File: src/rtl/inst_fetch_unit_pkg.sv
// Shared definitions for the instruction fetch front-end: NOP encoding,
// fetch FSM states and the sequential PC step.
package inst_fetch_unit_pkg;

    localparam logic [31:0] NOP_INST = 32'h0000_0013;
    localparam int          PC_INC   = 4;

    typedef enum logic [1:0] {
        IDLE  = 2'd0,
        FETCH = 2'd1,
        DRAIN = 2'd2
    } ifuState_e;

endpackage

File: src/rtl/ifu_fifo.sv
// Parameterised synchronous FIFO with synchronous clear, occupancy count and
// full/empty flags; head entry is visible combinationally on headData.
module ifu_fifo #(
    parameter int WIDTH = 8,
    parameter int DEPTH = 4,
    localparam int PTR_W = $clog2(DEPTH),
    localparam int CNT_W = PTR_W + 1
) (
    input  logic             clk,
    input  logic             rstN,
    input  logic             clr,
    input  logic             push,
    input  logic [WIDTH-1:0] pushData,
    input  logic             pop,
    output logic [WIDTH-1:0] headData,
    output logic [CNT_W-1:0] count,
    output logic             full,
    output logic             empty
);

    logic [WIDTH-1:0] mem [DEPTH];
    logic [CNT_W-1:0] wrPtr, rdPtr;
    logic             doPush, doPop;

    // Pointers carry one extra wrap bit so full and empty stay distinguishable.
    assign count    = wrPtr - rdPtr;
    assign full     = (count == CNT_W'(DEPTH));
    assign empty    = (count == '0);
    assign doPop    = pop && !empty;
    assign doPush   = push && (!full || doPop);
    assign headData = mem[rdPtr[PTR_W-1:0]];

    always_ff @(posedge clk or negedge rstN) begin
        if (!rstN) begin
            wrPtr <= '0;
            rdPtr <= '0;
        end else if (clr) begin
            wrPtr <= '0;
            rdPtr <= '0;
        end else begin
            if (doPush) wrPtr <= wrPtr + CNT_W'(1);
            if (doPop)  rdPtr <= rdPtr + CNT_W'(1);
        end
    end

    always_ff @(posedge clk) begin
        if (doPush && !clr) mem[wrPtr[PTR_W-1:0]] <= pushData;
    end

endmodule

File: src/rtl/inst_fetch_unit.sv
// Fetch front-end: issues sequential requests to a variable-latency memory,
// buffers in-order responses and feeds decode. Define IFU_BYPASS_EN to let a
// response reach decode in its arrival cycle when the buffer is empty.
module inst_fetch_unit
    import inst_fetch_unit_pkg::*;
#(
    parameter int                ADDR_W   = 64,
    parameter int                INST_W   = 32,
    parameter int                DEPTH    = 4,
    parameter logic [ADDR_W-1:0] RESET_PC = ADDR_W'(64'h8000_0000)
) (
    input  logic              Clk,
    input  logic              Rst,
    input  logic              FlushIn,
    input  logic [ADDR_W-1:0] FlushAddrIn,
    input  logic              HoldIn,
    output logic              ReqValid,
    output logic [ADDR_W-1:0] ReqAddr,
    input  logic              ReqReady,
    input  logic              RspValid,
    input  logic [INST_W-1:0] RspData,
    output logic              InstValidOut,
    output logic [INST_W-1:0] InstOut,
    output logic [ADDR_W-1:0] InstAddrOut
);

    localparam int CNT_W = $clog2(DEPTH) + 1;

    typedef struct packed {
        logic [ADDR_W-1:0] addr;
        logic [INST_W-1:0] inst;
    } fetchEntry_t;

    ifuState_e         state, nextState;
    logic [ADDR_W-1:0] fetchPc, lastPopAddr, rspAddr;
    logic [CNT_W-1:0]  outstanding, outstandingNext, dropCnt, dropCntNext;
    logic [CNT_W-1:0]  fifoCount, aqCount;
    logic [CNT_W:0]    reserved;
    logic              fifoFull, fifoEmpty, aqFull, aqEmpty;
    logic              reqFire, rspKeep, bypassHit, bypassTake;
    logic              fifoPush, fifoPop;
    fetchEntry_t       pushEntry, headEntry;

    // Every accepted request reserves a buffer slot, so the buffer cannot overflow.
    assign reserved = {1'b0, outstanding} + {1'b0, fifoCount};
    assign ReqValid = (state == FETCH) && (reserved < (CNT_W+1)'(DEPTH)) && !FlushIn;
    assign ReqAddr  = fetchPc;
    assign reqFire  = ReqValid && ReqReady;
    assign rspKeep  = RspValid && (dropCnt == '0);

`ifdef IFU_BYPASS_EN
    assign bypassHit = fifoEmpty && rspKeep;
`else
    assign bypassHit = 1'b0;
`endif

    assign bypassTake = bypassHit && !HoldIn;
    assign fifoPop    = !fifoEmpty && !HoldIn;
    assign fifoPush   = rspKeep && !FlushIn && !bypassTake;
    assign pushEntry  = '{addr: rspAddr, inst: RspData};

    ifu_fifo #(.WIDTH(ADDR_W + INST_W), .DEPTH(DEPTH)) uInstFifo (
        .clk      (Clk),
        .rstN     (Rst),
        .clr      (FlushIn),
        .push     (fifoPush),
        .pushData (pushEntry),
        .pop      (fifoPop),
        .headData (headEntry),
        .count    (fifoCount),
        .full     (fifoFull),
        .empty    (fifoEmpty)
    );

    ifu_fifo #(.WIDTH(ADDR_W), .DEPTH(DEPTH)) uAddrQueue (
        .clk      (Clk),
        .rstN     (Rst),
        .clr      (FlushIn),
        .push     (reqFire),
        .pushData (fetchPc),
        .pop      (rspKeep),
        .headData (rspAddr),
        .count    (aqCount),
        .full     (aqFull),
        .empty    (aqEmpty)
    );

    always_comb begin
        InstValidOut = !fifoEmpty || bypassHit;
        InstOut      = INST_W'(NOP_INST);
        InstAddrOut  = lastPopAddr;
        if (!fifoEmpty) begin
            InstOut     = headEntry.inst;
            InstAddrOut = headEntry.addr;
        end else if (bypassHit) begin
            InstOut     = RspData;
            InstAddrOut = rspAddr;
        end
    end

    always_comb begin
        outstandingNext = outstanding;
        if (reqFire)  outstandingNext = outstandingNext + CNT_W'(1);
        if (RspValid) outstandingNext = outstandingNext - CNT_W'(1);

        dropCntNext = dropCnt;
        if (RspValid && dropCnt != '0) dropCntNext = dropCnt - CNT_W'(1);
        // A response landing with the flush is already excluded from outstandingNext.
        if (FlushIn) dropCntNext = outstandingNext;
    end

    always_comb begin
        nextState = state;
        case (state)
            IDLE:    nextState = FETCH;
            FETCH:   nextState = FETCH;
            DRAIN:   if (dropCntNext == '0) nextState = FETCH;
            default: nextState = IDLE;
        endcase
        if (FlushIn) nextState = (dropCntNext != '0) ? DRAIN : FETCH;
    end

    always_ff @(posedge Clk or negedge Rst) begin
        if (!Rst) begin
            state       <= IDLE;
            fetchPc     <= RESET_PC;
            outstanding <= '0;
            dropCnt     <= '0;
            lastPopAddr <= '0;
        end else begin
            state       <= nextState;
            outstanding <= outstandingNext;
            dropCnt     <= dropCntNext;
            if (FlushIn)      fetchPc <= FlushAddrIn;
            else if (reqFire) fetchPc <= fetchPc + ADDR_W'(PC_INC);
            if (fifoPop)         lastPopAddr <= headEntry.addr;
            else if (bypassTake) lastPopAddr <= rspAddr;
        end
    end

`ifndef SYNTHESIS
    always_ff @(posedge Clk) begin
        if (Rst) begin
            assert (!(fifoPush && fifoFull && !fifoPop && !FlushIn));
            assert (!(reqFire && aqFull));
            assert (!(rspKeep && aqEmpty));
            assert ((dropCnt != '0) || (aqCount == outstanding));
        end
    end
`endif

endmodule

File: config.mk
export PLATFORM = sky130hd
export DESIGN_NAME = inst_fetch_unit
export DESIGN_NICKNAME = d
export VERILOG_FILES = /design/src/rtl/inst_fetch_unit_pkg.sv /design/src/rtl/ifu_fifo.sv /design/src/rtl/inst_fetch_unit.sv
export SDC_FILE = /design/constraint.sdc
export NUM_CORES = 1
export LEC_CHECK = 0
export ABC_AREA = 0
export CAP_MARGIN = 20
export CORE_MARGIN = 5
export CORE_UTILIZATION = 45
export CTS_BUF_LIST = sky130_fd_sc_hd__clkbuf_8
export DETAILED_ROUTE_END_ITERATION = 8
export GPL_TIMING_DRIVEN = 0
export HOLD_SLACK_MARGIN = 0.02
export PLACE_DENSITY_LB_ADDON = 0.12
export SLEW_MARGIN = 0
export SYNTH_ARGS = -nofsm -noshare
export SYNTH_HDL_FRONTEND = slang
export SYNTH_SLANG_ARGS = --single-unit
File: constraint.sdc
create_clock -name Clk -period 12.9 [get_ports Clk]
set_input_delay 1.935 -clock Clk [delete_from_list [all_inputs] [get_ports Clk]]
set_output_delay 1.935 -clock Clk [all_outputs]
set_load 0.03 [all_outputs]
==> flow_summary.ini, run 1 <==
[floorplan]
ios = 264
die_w_um = 275
fp.dieArea_um2 = 75700
core_area_um2 = 69900
start_util = 0.452
std_cell_rows = 97
die_h_um = 275

[logic_synthesis]
async_flop_share = 0.188
syn-cell-area_um2 = 31600
yosysTopAreaCellShare = 0.608
muxShareOfSynthArea = 0.162
ys_ff_latch = 788
synthAdderAreaFrac = 0.00855
ys.flop_type = edfxtp_1
synth_compound_area_frac = 0.0308
synth_edf_count = 640
synth_area_leader_cell = edfxtp_1
syn_area_per_cell_um2 = 18.5
synth.area.top_cells = edfxtp_1 (61%), dfrtp_1 (12%), mux4_2 (11%), mux2_2 (4.6%), nand2_1 (1.1%)
yosys.area_share.xor_xnor = 0.00653
syn-instance-count = 1705
yosysSeqAreaShare = 0.725
synth_nets = 1828
ys_types = 63
synth_top_family_by_area = multiplexers
ys_warn_count = 0
yosys.area_share.simple = 0.0529

[placement]
placed_cell_area_um2 = 35900
place_inst = 2933
dp_hpwl_um = 53300
gp_congestion = 0.852
portBuffers = 263
pre_cts_slack_ps = 4780

[global_route]
antenna_found_initial = 5
grt_pass1_vias = 18400
grt_pass1_wl_um = 118000
grt_overflow = 0
grt_max_degree = 103
grt_usage = 0.213

[pwr]
combinationalPowerShare = 0.357
p_leak_nw = 12.9
powerDensity_nw_per_um2 = 206
total_power_mw = 7.93
power.internal_mw = 5.25
sw_frac_of_total = 0.338
irDropWorstVdd_uv = 168
power.switching_mw = 2.68
clockPowerShare = 0.255
seq_power_share = 0.388

[timing]
fin_setup_tns_ps = 0
clock.fmax_ghz = 0.114
fin_crit_ps = 8740
whs_ps = 500
report.final.slew_viol_count = 0
finalHoldViolCount = 0
rsz0062_at_grt = no
relSlewSlack = 0.281
finalSetupViolations = 0
finalClockSkew_ps = 36.4
finalCritPeriodShare = 0.678
layout_setup_ws_ps = 4160
tightest_slew_ps = 1080

[clock_tree]
cts_root_buffer = clkbuf_8
htreeDepth = 4
ctsHoldBuffers = 0
cts_sinks = 788
cts-buffers-inserted = 134
cts_resized = 0
clk_pin_slew_worst_paths_ps = 60
postCtsSetupBuffers = 0
clock_path_buffers = 3
cts_tree = done
clock_latency_ps = 760

[detailed_routing]
via_count = 17800
wl_met2_um = 38100
wl_met1_um = 34100
wl_um = 80100
post_drt_wl_per_cell_um = 25.2
firstDrtPassIters = 7
top_layer_used = met5
post_drt_via_cell_ratio = 5.58
drc = 0
wl_met3_um = 6050
drtAntennaViolNets = 0
drt-initial-drc-count = 1302

[critical_path]
critPathArrivalTime_ps = 6810
cpPeakStageDelay_ps = 680
slowest_stage = clkbuf_1
ff2ff_setup_slack_ps = 5750
crit_required_ps = 10970
path_max_fanout = 10
crit_chain = clkbuf_1, clkbuf_1, clkbuf_1, inv_1, fa_1, xnor3_1, nor3b_1, clkbuf_1, buf_16, clkbuf_1, mux2_2, clkdlybuf4s50_1
reg2reg_from = uInstFifo.rdPtr[1]
worstSetupEndpointType = output pin
start_kind = flop
reg2reg_depth = 18
r2r_end = state[1]
worstSetupPathType = reg2out
cp_common_cell = clkbuf_1

[layout]
postLayoutCellArea_um2 = 38400
drive_above_1_share = 0.231
instances_no_fill = 3183
fill_cells = 5620
syn2layout_area_growth_pct = 21.5
layout.nets = 2255
postLayoutCoreUtil = 0.550

[min_path]
hold_path.class = reg2reg
hold_depth = 1
hold_end = lastPopAddr[57]
hp-start = lastPopAddr[57]

[run_status]
run_status = finished clean

[job]
drv_cap = 0
worst max-delay path: cells and delay by family, from the launching register on:
family | cells | cell delay, ps
xor gates and xnor gates | 1 | 420
adders and majority gates | 1 | 460
buffers and inverters | 8 | 4130
DFF | 1 | 350
muxes | 1 | 470
and+or+nand+nor | 1 | 210
power by group through the flow:
stage                     registers, mW  logic, mW  clock network (mW)
final                              3.08       2.84                2.02
after global routing               3.10       3.00                2.20
after CTS                          3.07       2.88                2.08
after detailed placement           3.12       2.87                   0
after global placement             3.12       2.82                   0
after floorplan                    3.12       1.72                   0
worst max path at each step:
stage,startpoint,end,depth (start not counted)
after floorplan,uInstFifo.rdPtr[1],uInstFifo.mem[3][0],8
after global placement,uInstFifo.rdPtr[1],uInstFifo.mem[3][70],8
after detailed placement,uInstFifo.rdPtr[1],InstAddrOut[18],12
after CTS,uInstFifo.rdPtr[1],InstAddrOut[18],12
after global routing,uInstFifo.rdPtr[1],InstAddrOut[20],12
final,uInstFifo.rdPtr[1],InstAddrOut[18],12
metal layers:
metal	track usage	up-vias
met5	0	-
met4	0.0663	2
met3	0.0545	138
met2	0.331	688
met1	0.299	9210
li1	-	7732
kinds of logic after synthesis:
| logic type | count (synthesis) |
|---|---|
| simple gates | 317 |
| buf+inv | 113 |
| flops | 788 |
| mux | 296 |
| fa+ha+maj | 21 |
| compound gates | 148 |
| xor+xnor | 22 |
registers in the layout, indices dropped and copies added, names as in the netlist:
register / flops
uInstFifo.mem: 384
uAddrQueue.mem: 256
ReqAddr: 64
lastPopAddr: 64
dropCnt: 3
outstanding: 3
uAddrQueue.rdPtr: 3
uAddrQueue.wrPtr: 3
uInstFifo.rdPtr: 3
uInstFifo.wrPtr: 3
state: 2
cell usage after synthesis, types with 4 or more instances:
| cell type | instances |
|---|---|
| a21oi_1 | 19 |
| a22oi_1 | 4 |
| a31o_2 | 4 |
| a31oi_1 | 14 |
| a32oi_1 | 6 |
| a41oi_1 | 4 |
| and2_1 | 14 |
| and3_1 | 14 |
| and4_1 | 6 |
| buf_1 | 21 |
| buf_2 | 6 |
| clkbuf_1 | 58 |
| dfrtp_1 | 147 |
| edfxtp_1 | 640 |
| ha_1 | 20 |
| inv_1 | 26 |
| mux2_2 | 130 |
| mux2i_1 | 6 |
| mux4_2 | 160 |
| nand2_1 | 91 |
| nand2b_1 | 4 |
| nand3_1 | 42 |
| nand4_1 | 21 |
| nor2_1 | 47 |
| nor2b_1 | 31 |
| nor3_1 | 9 |
| nor4_1 | 6 |
| o211ai_1 | 16 |
| o21ai_0 | 48 |
| o311ai_0 | 12 |
| or3_1 | 6 |
| or4_1 | 5 |
| xnor2_1 | 11 |
| xor2_1 | 10 |
cells in the final DEF, fill, tap and decap left out, drive strengths merged, types with 5 or more instances in the layout:
cell             n
inv             89
clkbuf         204
dfrtp          147
nor4             9
ha              20
a32oi            6
clkdlybuf4s50  262
nor2            47
nor2b           31
xnor2           11
buf             58
mux2i            6
o311ai          14
o21ai           51
and2            14
nand3           43
edfxtp         640
and3            14
or3              7
xor2            10
mux2           130
nand2           91
mux4           160
o211ai          16
clkinvlp         7
or4              5
a21oi           19
nand4           21
and4             6
nor3            11
clkinv          28
a31oi           14
layout make-up:
cell class,instances,area [um^2],area share
well taps,940,1180,0.0306
multi-input cells,804,8270,0.215
inverters,26,97.6,0.00254
clock inverters,98,424,0.0110
diodes,3,7.51,0.000195
clock buffers,146,2010,0.0523
flip-flops and latches,788,22900,0.597
repair buffers,291,3170,0.0824
plain buffers,87,349,0.00908
(Power assumes the default switching activity.)
==> inputs of run 2 (changes only) <==
==> constraint.sdc (replaced) <==
create_clock -name Clk -period 8 [get_ports Clk]
set_input_delay 1.2 -clock Clk [delete_from_list [all_inputs] [get_ports Clk]]
set_output_delay 1.2 -clock Clk [all_outputs]
set_load 0.03 [all_outputs]
==> run 2 against run 1 <==
Effect of this change:
- cell area increased by 0.54%
- total power up 64%
- clock-buffer cell count grew 6
- global-route usage up 0.058 points
- clock skew is 1.9 ps higher
- final cell count rose by 0.13%
- clock power rose by 71%
- sequential cell count is the same
- critical path type unchanged
- highest routed layer unchanged
==> flow_summary.ini, run 2 (synthesized netlist as in run 1, its figures left out) <==
[run_status]
run_status = finished clean

[critical_path]
path_max_fanout = 10
reg2reg_depth = 18
start_kind = flop
slowest_stage = clkdlybuf4s50_1
worstSetupPathDepth = 13
crit_chain = clkbuf_2, clkbuf_1, clkbuf_2, inv_1, fa_1, xnor3_1, nor3b_1, clkbuf_1, buf_8, clkbuf_1, clkbuf_1, nor2b_1, clkdlybuf4s50_1
crit_required_ps = 6800
worstSetupPathType = reg2out
crit_buf_inv = 9
cpPeakStageDelay_ps = 630
critPathArrivalTime_ps = 6350
cp_top_family = buffers and inverters
worstSetupEndpointType = output pin
cp_common_cell = clkbuf_1

[global_route]
grt_pass1_vias = 18500
grt_max_degree = 104
antenna_found_initial = 3
grt_pass1_wl_um = 119000
grt_overflow = 0
grt_usage = 0.213

[layout]
most-common-layout-cells = edfxtp_1 (640), clkdlybuf4s50_1 (262), mux4_2 (160), clkbuf_8 (152), dfrtp_1 (147)
fill_cells = 5597
multiInputGateArea_um2 = 8280
final_common_cell = edfxtp_1
syn2layout_area_growth_pct = 22.2
drive_above_1_share = 0.234
largest_register_ffs = 384
postLayoutCoreUtil = 0.553
layout.nets = 2253
regArea_um2 = 22900

[timing]
clock.fmax_ghz = 0.132
finalHoldViolCount = 0
tightest_slew_ps = 1080
layout_setup_ws_ps = 452
fin_crit_ps = 7550
finalClockSkew_ps = 38.3
report.final.slew_viol_count = 0
finalSetupViolations = 0
rsz0062_at_grt = no
relSlewSlack = 0.277
finalCritPeriodShare = 0.944

[clock_tree]
cts_sinks = 788
cts_tree = done
cts-buffers-inserted = 136
cts_root_buffer = clkbuf_8
ctsHoldBuffers = 0
clk_pin_slew_worst_paths_ps = 60
postCtsSetupBuffers = 0
clock_path_buffers = 3
cts_resized = 2
htreeDepth = 4
clock_latency_ps = 760

[floorplan]
fp.dieArea_um2 = 75700
ios = 264
die_w_um = 275
std_cell_rows = 97
start_util = 0.452
die_h_um = 275
core_area_um2 = 69900

[pwr]
clockPowerShare = 0.267
power.internal_mw = 8.64
sw_frac_of_total = 0.334
power.switching_mw = 4.34
total_power_mw = 13.0
combinationalPowerShare = 0.352
p_leak_nw = 13.1
seq_power_share = 0.382
irDropWorstVdd_uv = 209
powerDensity_nw_per_um2 = 336

[detailed_routing]
wl_um = 80200
post_drt_wl_per_cell_um = 25.2
via_count = 17900
firstDrtPassIters = 5
post_drt_via_cell_ratio = 5.60
drc = 0
drt-initial-drc-count = 1339
drtAntennaViolNets = 0

[placement]
gp_congestion = 0.855
pre_cts_slack_ps = 490
dp_hpwl_um = 53400
portBuffers = 263

[min_path]
hold_path.class = in2async

[job]
drv_cap = 0
==> run 2: cell count changes in the layout (fill, tap and decap cells not counted), sizes merged <==
cell,delta
buf,-4
bufinv,+4
clkbuf,+6
clkinv,+2
clkinvlp,-6
diode,-1
inv,+3
==> run 2: final cells by class <==
class | count | area share
flip-flops and latches | 788 | 0.593
plain buffers | 87 | 0.00910
multi-input cells | 804 | 0.214
repair buffers | 287 | 0.0823
clock buffers | 152 | 0.0541
diodes | 2 | 0.000130
well taps | 940 | 0.0304
inverters | 26 | 0.00253
clock inverters | 101 | 0.0137
==> run 2: power groups by stage <==
stage	clock network, mW	registers (mW)	logic, mW
6_report	3.46	4.96	4.56
5_1_grt	3.77	4.99	4.84
4_1_cts	3.55	4.96	4.64
3_5_place_dp	0	5.04	4.62
3_3_place_gp	0	5.03	4.54
2_1_floorplan	0	5.03	2.77
==> run 2: per-stage QoR <==
stage / TNS (ps) / cell area, um^2 / hold WS (ps) / std cells
after floorplan: 0 / 31600 / 475 / 1705
after global placement: -999950 / 35400 / 484 / 2908
after detailed placement: 0 / 36000 / 490 / 2929
after CTS: 0 / 38600 / 289 / 3182
after global routing: 0 / 38600 / 318 / 3186
final: 0 / 38600 / 342 / 3187
==> run 2: routing by layer <==
layer,wire length [um],part of all wire,GRT usage,vias to the layer above
li1,-,-,-,7733
met1,34200,0.43,0.297,9363
met2,39100,0.49,0.341,654
met3,5230,0.065,0.0484,99
met5,13,0.00016,0,-
met4,1630,0.020,0.0649,2
==> run 2: path summary, 6_finish.rpt <==
path | startpoint | slack (ps) | endpoint
setup reg to reg | uInstFifo.rdPtr[1] | 1410 | state[1]
hold reg to reg | lastPopAddr[31] | 500 | lastPopAddr[31]
min in group Clk | lastPopAddr[31] | 500 | lastPopAddr[31]
setup / recovery | uInstFifo.rdPtr[1] | 450 | InstOut[7]
hold / removal | Rst | 340 | lastPopAddr[58]
max in group asynchronous | Rst | 6730 | ReqAddr[55]
==> inputs of run 3 (changes only) <==
--- a/config.mk
+++ b/config.mk
@@ -8,11 +8,11 @@
 export ABC_AREA = 0
 export CAP_MARGIN = 20
 export CORE_MARGIN = 5
-export CORE_UTILIZATION = 45
+export CORE_UTILIZATION = 54
 export CTS_BUF_LIST = sky130_fd_sc_hd__clkbuf_8
 export DETAILED_ROUTE_END_ITERATION = 8
 export GPL_TIMING_DRIVEN = 0
-export HOLD_SLACK_MARGIN = 0.02
+export HOLD_SLACK_MARGIN = 0.06
 export PLACE_DENSITY_LB_ADDON = 0.12
 export SLEW_MARGIN = 0
 export SYNTH_ARGS = -nofsm -noshare
==> run 3 against run 2 <==
Effect of this change:
- hold slack lost 12 ps
- clock power shrank 5%
- clock skew shrank 6.4 ps
- critical path type unchanged
- critical endpoint is now InstAddrOut[14]
- largest cell class unchanged
==> flow_summary.ini, run 3 (synthesized netlist as in run 1, its figures left out) <==
[critical_path]
start_kind = flop
worstSetupEndpointType = output pin
crit_required_ps = 6800
worstSetupPathType = reg2out
crit_chain = clkbuf_2, clkbuf_1, clkbuf_2, inv_1, fa_1, xnor3_1, nor3b_1, clkbuf_1, buf_8, clkbuf_1, mux2_2, clkdlybuf4s50_1
slowest_stage = clkbuf_1
critPathArrivalTime_ps = 6220
cp_common_cell = clkbuf_1
ff2ff_setup_slack_ps = 1470
cp_top_family = buffers and inverters
path_max_fanout = 10
cpPeakStageDelay_ps = 640
crit_buf_inv = 8

[placement]
gp_congestion = 0.893
placed_cell_area_um2 = 35600
dp_hpwl_um = 49900
portBuffers = 263

[clock_tree]
cts_root_buffer = clkbuf_8
cts_tree = done
clock_latency_ps = 780
cts-buffers-inserted = 133
htreeDepth = 4
postCtsSetupBuffers = 0
ctsHoldBuffers = 0
cts_sinks = 788
clock_path_buffers = 3
clk_pin_slew_worst_paths_ps = 60

[detailed_routing]
via_count = 17700
drc = 0
firstDrtPassIters = 6
wl_um = 75000
post_drt_wl_per_cell_um = 25.1
drtAntennaViolNets = 0
drt-initial-drc-count = 1708
post_drt_via_cell_ratio = 5.93

[run_status]
run_status = finished clean

[global_route]
antenna_found_initial = 5
grt_overflow = 0
grt_usage = 0.238
grt_pass1_wl_um = 112000
grt_max_degree = 105
grt_pass1_vias = 18300

[floorplan]
die_h_um = 252
std_cell_rows = 88
core_area_um2 = 57800
die_w_um = 252
ios = 264
fp.dieArea_um2 = 63500
start_util = 0.547

[timing]
tightest_slew_ps = 970
finalSetupViolations = 0
rsz0062_at_grt = no
fin_crit_ps = 7420
report.final.slew_viol_count = 0
finalCritPeriodShare = 0.928
clock.fmax_ghz = 0.135
finalHoldViolCount = 0
finalClockSkew_ps = 31.9
relSlewSlack = 0.353

[pwr]
p_leak_nw = 12.9
combinationalPowerShare = 0.352
irDropWorstVdd_uv = 272
sw_frac_of_total = 0.330
clockPowerShare = 0.259
seq_power_share = 0.389
power.switching_mw = 4.21
powerDensity_nw_per_um2 = 334
total_power_mw = 12.7
power.internal_mw = 8.52

[layout]
largest_register_ffs = 384
syn2layout_area_growth_pct = 20.6
postLayoutCellArea_um2 = 38100
drive_above_1_share = 0.229
layout.nets = 2244
final_common_cell = edfxtp_1
most-common-layout-cells = edfxtp_1 (640), clkdlybuf4s50_1 (262), mux4_2 (160), clkbuf_8 (150), dfrtp_1 (147)

[job]
drv_cap = 0

[min_path]
hold_path.class = in2async
[run 3: cell count changes in the layout (fill, tap and decap cells not counted), sizes merged]
cell	previous run	this run
buf	54	48
inv	92	75
clkbuf	210	208
bufinv	4	2
clkinvlp	1	3
clkinv	30	33
[run 3: metrics by stage]
step                      TNS (ps)  instances  hold WS, ps  utilization  setup slack, ps
after floorplan                  0       1705          475            -             1330
after global placement     -799740       2733          484        0.609            -3340
after CTS                        0       2987          276        0.659              210
final                            0       2990          331        0.660              579
after detailed placement         0       2750          490        0.616              714
after global routing             0       2990          301        0.660              233
[run 3: repair_timing]
action	in CTS	in global routing
pin swaps	0	0
gates resized for setup	1	2
setup endpoints to repair	38	2
hold endpoints to repair	0	0
[run 3: layout make-up]
cell class | count | area (um^2)
Antenna cell | 2 | 5.00
Buffer | 87 | 352
Clock buffer | 150 | 2060
Clock inverter | 87 | 402
Fill cell | 4027 | 19700
Inverter | 26 | 97.6
Multi-Input combinational cell | 804 | 8280
Sequential cell | 788 | 22900
Tap cell | 765 | 957
Timing Repair Buffer | 281 | 3040
[run 3: worst paths after layout]
kind                                    start               to  depth (start not counted)
min in group Clk              lastPopAddr[39]  lastPopAddr[39]                          1
max in group asynchronous                 Rst      ReqAddr[27]                          2
hold / removal                            Rst  lastPopAddr[57]                          1
setup reg to reg           uInstFifo.rdPtr[1]         state[1]                         18
hold reg to reg               lastPopAddr[39]  lastPopAddr[39]                          1
setup / recovery           uInstFifo.rdPtr[1]  InstAddrOut[14]                         12
[run 3: metal layers]
layer,share of wire,GRT usage,up-vias
met5,0.00055,0,-
met4,0.020,0.0699,6
met3,0.081,0.0623,124
met2,0.48,0.370,729
met1,0.42,0.338,9176
li1,-,-,7692
[run 3: power by group through the flow]
stage	combinational, mW	clock (mW)	sequential [mW]
2_1_floorplan	2.77	0	5.03
3_3_place_gp	4.45	0	5.02
3_5_place_dp	4.52	0	5.03
4_1_cts	4.55	3.37	4.95
5_1_grt	4.73	3.57	4.99
6_report	4.48	3.29	4.96
